### config.mk
export PLATFORM = sky130hd
export DESIGN_NAME = fx_requant_pipe
export DESIGN_NICKNAME = d
export VERILOG_FILES = /design/src/rtl/fx_requant_pkg.sv /design/src/rtl/fx_sat_event_cnt.sv /design/src/rtl/fx_requant_pipe.sv
export SDC_FILE = /design/constraint.sdc
export NUM_CORES = 1
export LEC_CHECK = 0
export ABC_AREA = 1
export BUFFER_PORTS_ARGS = -buffer_cell sky130_fd_sc_hd__buf_2
export CAP_MARGIN = 25
export CORE_MARGIN = 2
export CORE_UTILIZATION = 50
export DETAILED_ROUTE_END_ITERATION = 12
export PLACE_DENSITY_LB_ADDON = 0.15
export SLEW_MARGIN = 25
export SYNTH_ARGS = -nofsm -noshare
export SYNTH_HDL_FRONTEND = slang
export SYNTH_SLANG_ARGS = --single-unit
### constraint.sdc
create_clock -name i_clk -period 3.5 [get_ports i_clk]
set_clock_uncertainty 0.2 [all_clocks]
set_input_delay 0.175 -clock i_clk [delete_from_list [all_inputs] [get_ports i_clk]]
set_output_delay 0.175 -clock i_clk [all_outputs]
set_load 0.03 [all_outputs]
### src/rtl/fx_requant_pkg.sv
// Shared widths and saturation constants for the requantizer.
// Default format: Q7.10 (18b) in, Q6.6 (13b) out.
package fx_requant_pkg;

  localparam int IN_W_D     = 18;
  localparam int IN_FRAC_D  = 10;
  localparam int OUT_W_D    = 13;
  localparam int OUT_FRAC_D = 6;
  localparam int CNT_W_D    = 16;

  localparam int SH    = IN_FRAC_D - OUT_FRAC_D;
  localparam int RND_W = IN_W_D - SH + 1;

  localparam logic [OUT_W_D-1:0] SAT_MAX =
    {1'b0, {(OUT_W_D-1){1'b1}}};
  localparam logic [OUT_W_D-1:0] SAT_MIN =
    {1'b1, {(OUT_W_D-1){1'b0}}};

endpackage

### src/rtl/fx_sat_event_cnt.sv
// Saturating event counter with sticky flag.
// Ports: clk, rst_n, clr (sync, wins), hit, sticky, cnt.
module fx_sat_event_cnt #(
  parameter int CNT_W = 16
) (
  input  logic             clk,
  input  logic             rst_n,
  input  logic             clr,
  input  logic             hit,
  output logic             sticky,
  output logic [CNT_W-1:0] cnt
);

  logic full;

  assign full = &cnt;

  always_ff @(posedge clk or negedge rst_n) begin
    if (!rst_n) begin
      sticky <= 1'b0;
      cnt    <= '0;
    end else if (clr) begin
      sticky <= 1'b0;
      cnt    <= '0;
    end else if (hit) begin
      sticky <= 1'b1;
      if (!full)
        cnt <= cnt + CNT_W'(1);
    end
  end

endmodule

### src/rtl/fx_requant_pipe.sv
// Two-stage round-half-up + saturate requantizer, valid/ready both sides.
// Ports: i_data/i_valid/o_ready in, o_data/o_sat/o_valid/i_ready out, sat stats.
module fx_requant_pipe
  import fx_requant_pkg::*;
#(
  parameter int IN_W     = IN_W_D,
  parameter int IN_FRAC  = IN_FRAC_D,
  parameter int OUT_W    = OUT_W_D,
  parameter int OUT_FRAC = OUT_FRAC_D,
  parameter int CNT_W    = CNT_W_D
) (
  input  logic             i_clk,
  input  logic             i_rst_n,
  input  logic [IN_W-1:0]  i_data,
  input  logic             i_valid,
  output logic             o_ready,
  output logic [OUT_W-1:0] o_data,
  output logic             o_valid,
  input  logic             i_ready,
  output logic             o_sat,
  output logic             o_ovf_sticky,
  output logic [CNT_W-1:0] o_sat_cnt,
  input  logic             i_clr
);

  localparam int SHF = IN_FRAC - OUT_FRAC;
  localparam int RW  = IN_W - SHF + 1;

  localparam logic [IN_W:0] HALF =
    (IN_W+1)'(1) << (SHF-1);

  localparam logic [RW-1:0] MAXV =
    {{(RW-OUT_W+1){1'b0}}, {(OUT_W-1){1'b1}}};
  localparam logic [RW-1:0] MINV =
    {{(RW-OUT_W+1){1'b1}}, {(OUT_W-1){1'b0}}};

  localparam logic [OUT_W-1:0] OMAX =
    {1'b0, {(OUT_W-1){1'b1}}};
  localparam logic [OUT_W-1:0] OMIN =
    {1'b1, {(OUT_W-1){1'b0}}};

  logic [IN_W:0]    ext;
  logic [RW-1:0]    rnd;
  logic             s1_valid;
  logic [RW-1:0]    s1_data;
  logic             hi;
  logic             lo;
  logic [OUT_W-1:0] sat_data;
  logic             s2_ready;
  logic             s1_open;
  logic             in_xfer;
  logic             rdy_en;
  logic             sat_hit;

  // One guard bit absorbs the rounding carry; the
  // top RW bits of the sum are the shifted result.
  assign ext = {i_data[IN_W-1], i_data} + HALF;
  assign rnd = RW'(ext >> SHF);

  assign hi = $signed(s1_data) > $signed(MAXV);
  assign lo = $signed(s1_data) < $signed(MINV);

  always_comb begin
    sat_data = s1_data[OUT_W-1:0];
    unique case (1'b1)
      hi:      sat_data = OMAX;
      lo:      sat_data = OMIN;
      default: sat_data = s1_data[OUT_W-1:0];
    endcase
  end

  assign s2_ready = !o_valid || i_ready;
  assign s1_open  = !s1_valid || s2_ready;

  // rdy_en keeps o_ready low until the first edge
  // after reset is released.
  assign o_ready = rdy_en && s1_open;
  assign in_xfer = i_valid && o_ready;

  always_ff @(posedge i_clk or negedge i_rst_n) begin
    if (!i_rst_n) begin
      rdy_en   <= 1'b0;
      s1_valid <= 1'b0;
      s1_data  <= '0;
      o_valid  <= 1'b0;
      o_data   <= '0;
      o_sat    <= 1'b0;
    end else begin
      rdy_en <= 1'b1;
      if (s1_open) begin
        s1_valid <= in_xfer;
        if (in_xfer)
          s1_data <= rnd;
      end
      if (s2_ready) begin
        o_valid <= s1_valid;
        if (s1_valid) begin
          o_data <= sat_data;
          o_sat  <= hi || lo;
        end
      end
    end
  end

  assign sat_hit = o_valid && i_ready && o_sat;

  fx_sat_event_cnt #(
    .CNT_W (CNT_W)
  ) u_cnt (
    .clk    (i_clk),
    .rst_n  (i_rst_n),
    .clr    (i_clr),
    .hit    (sat_hit),
    .sticky (o_ovf_sticky),
    .cnt    (o_sat_cnt)
  );

endmodule

### After elaboration in Yosys (flattened, before gate mapping)

Index checks and enable logic that the tools add are counted.

| operators by class | value |
|---|---|
| $add $sub $neg | 2 |
| $mul | 0 |
| div/mod/pow operators | 0 |
| magnitude comparators | 2 |
| eq/ne operators | 1 |
| shift operators | 0 |
| multiplexer cells | 6 |
| bitwise logic cells | 0 |
| reductions and logical operators | 14 |

Operator list:

| cell | number |
|---|---|
| 16-bit two-way mux | 3 |
| 13-bit one-hot mux with 2 select lines | 1 |
| 18-bit by 5-bit adder with 19-bit output (second input constant) | 1 |
| 16-bit by 1-bit adder with 16-bit output (second input constant) | 1 |
| 16-bit AND reduction | 1 |
| 15-bit by 13-bit > comparator with 1-bit output (second input constant) | 1 |
| 15-bit by 13-bit < comparator with 1-bit output (second input constant) | 1 |
| 2-bit AND reduction | 3 |
| 1-bit logical AND | 4 |
| 1-bit logical OR | 3 |
| 1-bit logical NOT | 2 |
| 1-bit two-way mux | 2 |
| 2-bit != test (second input constant) | 1 |
| 2-bit nonzero test | 1 |

| storage, ports and cells | value |
|---|---|
| flip-flop bits (word level) | 49 |
| bits in latches | 0 |
| bits in writable memories | 0 |
| bits in read-only memories | 0 |
| input bits | 23 |
| word-level logic and storage cells | 33 |
| memories | 0 |

### Longest topological paths before layout

| logic depth | value |
|---|---|
| word-level depth | 6 |
| mapped depth | 10 |
| depth with buffers taken out | 10 |

### By module

Synthesis repeated with hierarchy kept, for this count alone.

| unflattened totals | value |
|---|---|
| cell total of the unflattened synthesis | 345 |
| area, all modules | 2695.1 um^2 |

By module, submodules not included:

| module | times used | cells each | area an instance (um^2) | sequential area each (um^2) |
|---|---|---|---|---|
| fx_requant_pipe | 1 | 204 | 1635.3 | 800.8 |
| fx_sat_event_cnt | 1 | 141 | 1059.8 | 425.4 |

### Worst setup path before layout

Ideal clock, no wire load.

| timing path | value |
|---|---|
| kind | reg-to-reg |
| start | register u_cnt.cnt[1] |
| end | register u_cnt.cnt[0] |
| setup time | 126 ps |
| arrival | 1580 ps |
| data required time | 3174 ps |
| path slack | 1594 ps |
| stages on the path, launching flop included | 10 |
| path buffers | 1 |
| path through | dfrtp_1 -> ha_1 -> nand2_2 -> nor2_4 -> nand2_2 -> nor2_4 -> nand3_2 -> nand2_4 -> buf_12 -> o21ai_0 |

| on the way | value |
|---|---|
| cells in the longest elaborated chain, start to end | 3 |

Ends and longest elaborated chain:

| what | line | RTL |
|---|---|---|
| start: declaration | fx_sat_event_cnt.sv:11 | `output logic [CNT_W-1:0] cnt` |
| start signal: assignment | fx_sat_event_cnt.sv:28 | `cnt <= cnt + CNT_W'(1);` |
| 16-bit AND reduction | fx_sat_event_cnt.sv:16 | `assign full = &cnt;` |
| 2-bit != test (no source line) | -- |  |
| 2-bit AND reduction (no source line) | -- |  |

Every way passes these cells.
A chain may end at the register's enable or synchronous reset.

### Worst setup path in the final report

| timing path | value |
|---|---|
| start | register o_valid |
| end | register o_data[6] |

| on the way | value |
|---|---|
| cells in the longest elaborated chain, start to end | 3 |

Ends and longest elaborated chain:

| what | line | RTL |
|---|---|---|
| start: declaration | fx_requant_pipe.sv:18 | `output logic o_valid,` |
| start signal: assignment | fx_requant_pipe.sv:96 | `o_valid <= s1_valid;` |
| 1-bit logical NOT | fx_requant_pipe.sv:72 | `assign s2_ready = !o_valid \|\| i_ready;` |
| 1-bit logical OR | fx_requant_pipe.sv:72 |  |
| 2-bit AND reduction (no source line) | -- |  |
| end signal: assignment | fx_requant_pipe.sv:98 | `o_data <= sat_data;` |
| end: declaration | fx_requant_pipe.sv:17 | `output logic [OUT_W-1:0] o_data,` |

Every way passes these cells.

==> flow_summary.toml <==
[final_layout]
fin_cells = 471
drive_above_1_share = 0.197
antenna_cells = 0
syn_to_final_growth_pct = 18.6
final_util = 0.610
nFillCells = 471
nets = 425

[cts]
cts_setup_buffers = 0
cts_tree = "yes"
cts_buffers = 5
cts.sinks = 49
cts_root_buf = "clkbuf_8"
path_clk_slew_ns = 0.09
clockBufferDepth = 2
clk_latency_ns = 0.30
htree_num_levels = 2

[run]
maxCapViolCount = 0

[timing]
slew_headroom = 0.434
report.final.setup_viol = 0
hold_viol_final = 0
setup_tns_ns = 0
fmax_mhz = 461
worst-slew-pin-transition_ns = 0.846
drv_slew = 0
finalCriticalPeriod_ns = 2.17
period_share = 0.620
rsz0062_at_grt = "no"

[setup_path]
cp.required_ns = 3.44
path_class = "flip-flop to flip-flop"
cp.arrival_ns = 2.11
cp_max_fo = 15
cp-end-kind = "flip-flop"
startpoint_type = "flip-flop"

[drt]
num_vias = 2308
wl_met2_microns = 2590
dr.pass1.iters = 4
viasPerCell = 4.90
drt-total-wl_microns = 5290
drc = 0
drtIter0Drc = 92
wl_met3_microns = 184
drtAntennaViolNets = 0
wl_met1_microns = 2400
dr.max_layer_used = "met4"
wl_per_cell_microns = 11.2

[yosys]
yosys_warnings = 0
yosysTopAreaCellShare = 0.470
synthArstFlopShare = 1.00
ys_seq_area_frac = 0.470
synthesis.area_sq_um = 2610
synth_area_per_cell_sq_um = 7.70
syn_inst = 339
synth.most_common_cell = "nand2_1"
yosys-top-cells-count = "nand2_1, dfrtp_1, nor2_1"
synth.top_cells.by_area = "dfrtp_1, nand2_1, a21oi_1"
synthDistinctLibCells = 26
synth_edf_count = 0
ys_ff_latch = 49
synth_nets = 364
ys.flop_type = "dfrtp_1"
synth_area_leader_cell = "dfrtp_1"

[placement]
dpl.hpwl_microns = 3860
dp_cells = 453
io_buffers = 52
gp_congestion = 0.822

[floorplanning]
die_w_microns = 76.3
rows = 26
io_pins = 56
dieArea_sq_um = 5820
die-height_microns = 76.3
start_util = 0.515
fp.coreArea_sq_um = 5070

[worst_hold_path]
hold_path.class = "primary input to flip-flop"

[power_and_ir_drop]
intPower_mw = 0.917
p_leak_nw = 1.52
p_seq_frac = 0.496
ir_worst_vdd_mv = 0.236
switching_power_mw = 0.519
p_sw_frac = 0.362
p_clk_frac = 0.224
cellPowerDensity_nw_per_um2 = 464
p_comb_frac = 0.280

[grt]
grt_usage = 0.196
grt_pass1_vias = 2209
grt_pass1_wl_microns = 9370
grt_max_degree = 50
antenna_found_initial = 0
overflow = 0

[run_status]
status = "finished clean"
timing repair:
action,in CTS,in global routing
endpoints found under the hold margin,61,0
gates resized for setup,0,0
hold buffers,10,0
power by group through the flow:
stage	logic [mW]	clock network, mW	registers [mW]
2_1_floorplan	0.155	0	0.840
3_3_place_gp	0.391	0	0.723
3_5_place_dp	0.398	0	0.723
4_1_cts	0.408	0.337	0.712
5_1_grt	0.445	0.356	0.725
6_report	0.402	0.322	0.711
metal layers:
metal  vias to the layer above  global-route usage
met1                      1032               0.222
met2                        51               0.361
met5                         -                   0
met4                         0              0.0709
met3                        12              0.0427
li1                       1213                   -
state kept, by name, summed over array words and instances (netlist names):
signal and flops:
s1_data 15, u_cnt.cnt 16, u_cnt.sticky 1, o_valid 1, o_data 13, o_sat 1, rdy_en 1, s1_valid 1
cell usage in the layout (no fill, tap or decap), types with 3 or more instances in the layout:
cell / instances
nand2_1: 103
buf_2: 51
dfrtp_1: 49
nor2_1: 30
nand3_1: 29
a21oi_1: 29
inv_1: 28
o21ai_0: 22
dlygate4sd3_1: 10
o21ai_2: 7
nand4_1: 5
xor2_1: 5
clkbuf_8: 5
xnor2_1: 4
or2_2: 3
buf_4: 3
path summary, 6_finish.rpt:
check                                       start                       end  slack, ns  depth (start not counted)
max                           o_valid$_DFFE_PN0P_     o_data[6]$_DFFE_PN0P_       1.33                          4
min                                    i_data[10]    s1_data[6]$_DFFE_PN0P_      0.008                          3
max reg2reg                   o_valid$_DFFE_PN0P_     o_data[6]$_DFFE_PN0P_       1.33                          4
min reg2reg                s1_data[6]$_DFFE_PN0P_    s1_data[6]$_DFFE_PN0P_       0.29                          2
max in group asynchronous                 i_rst_n  u_cnt.sticky$_DFFE_PN0P_       2.47                          2
min in group asynchronous                 i_rst_n  u_cnt.cnt[4]$_DFFE_PN0P_       0.22                          2
metrics by stage:
stage               hold slack (ns)  power [mW]  cell area, sq um  setup slack, ns
global route                 0.0186        1.53              3100             1.11
CTS                         0.00177        1.46              3100             1.30
global placement              0.214        1.11              2910             1.39
finish                      0.00814        1.44              3100             1.33
detailed placement           0.0333        1.12              2910             1.32
floorplan                    -0.321       0.995              2610             1.59
worst max-delay path, stage by stage (launching register included):
cell     delay, ns
dfrtp_1       0.41
nand2_1       0.36
nand2_1       0.20
nor2_1        0.70
a21oi_1       0.14
logic make-up after synthesis:
kind of cell	after synthesis	share of synthesized area
AND/OR/NAND/NOR	178	0.292
other	1	0.00144
buffers and inverters	38	0.0656
flip-flops	49	0.470
XOR/XNOR	9	0.0302
AO/OA/AOI/OAI	62	0.132
adder cells (fa/ha/maj)	2	0.00958
cell type report:
cell class                      instances  area [sq um]  share of cell area
Tap cell                               70          87.6              0.0283
Timing Repair Buffer                   64           378               0.122
Multi-Input combinational cell        252          1210               0.392
Sequential cell                        49          1230               0.396
Clock inverter                          3          17.5             0.00566
Clock buffer                            5          68.8              0.0222
Inverter                               28           105              0.0339
(Power assumes the default switching activity.)
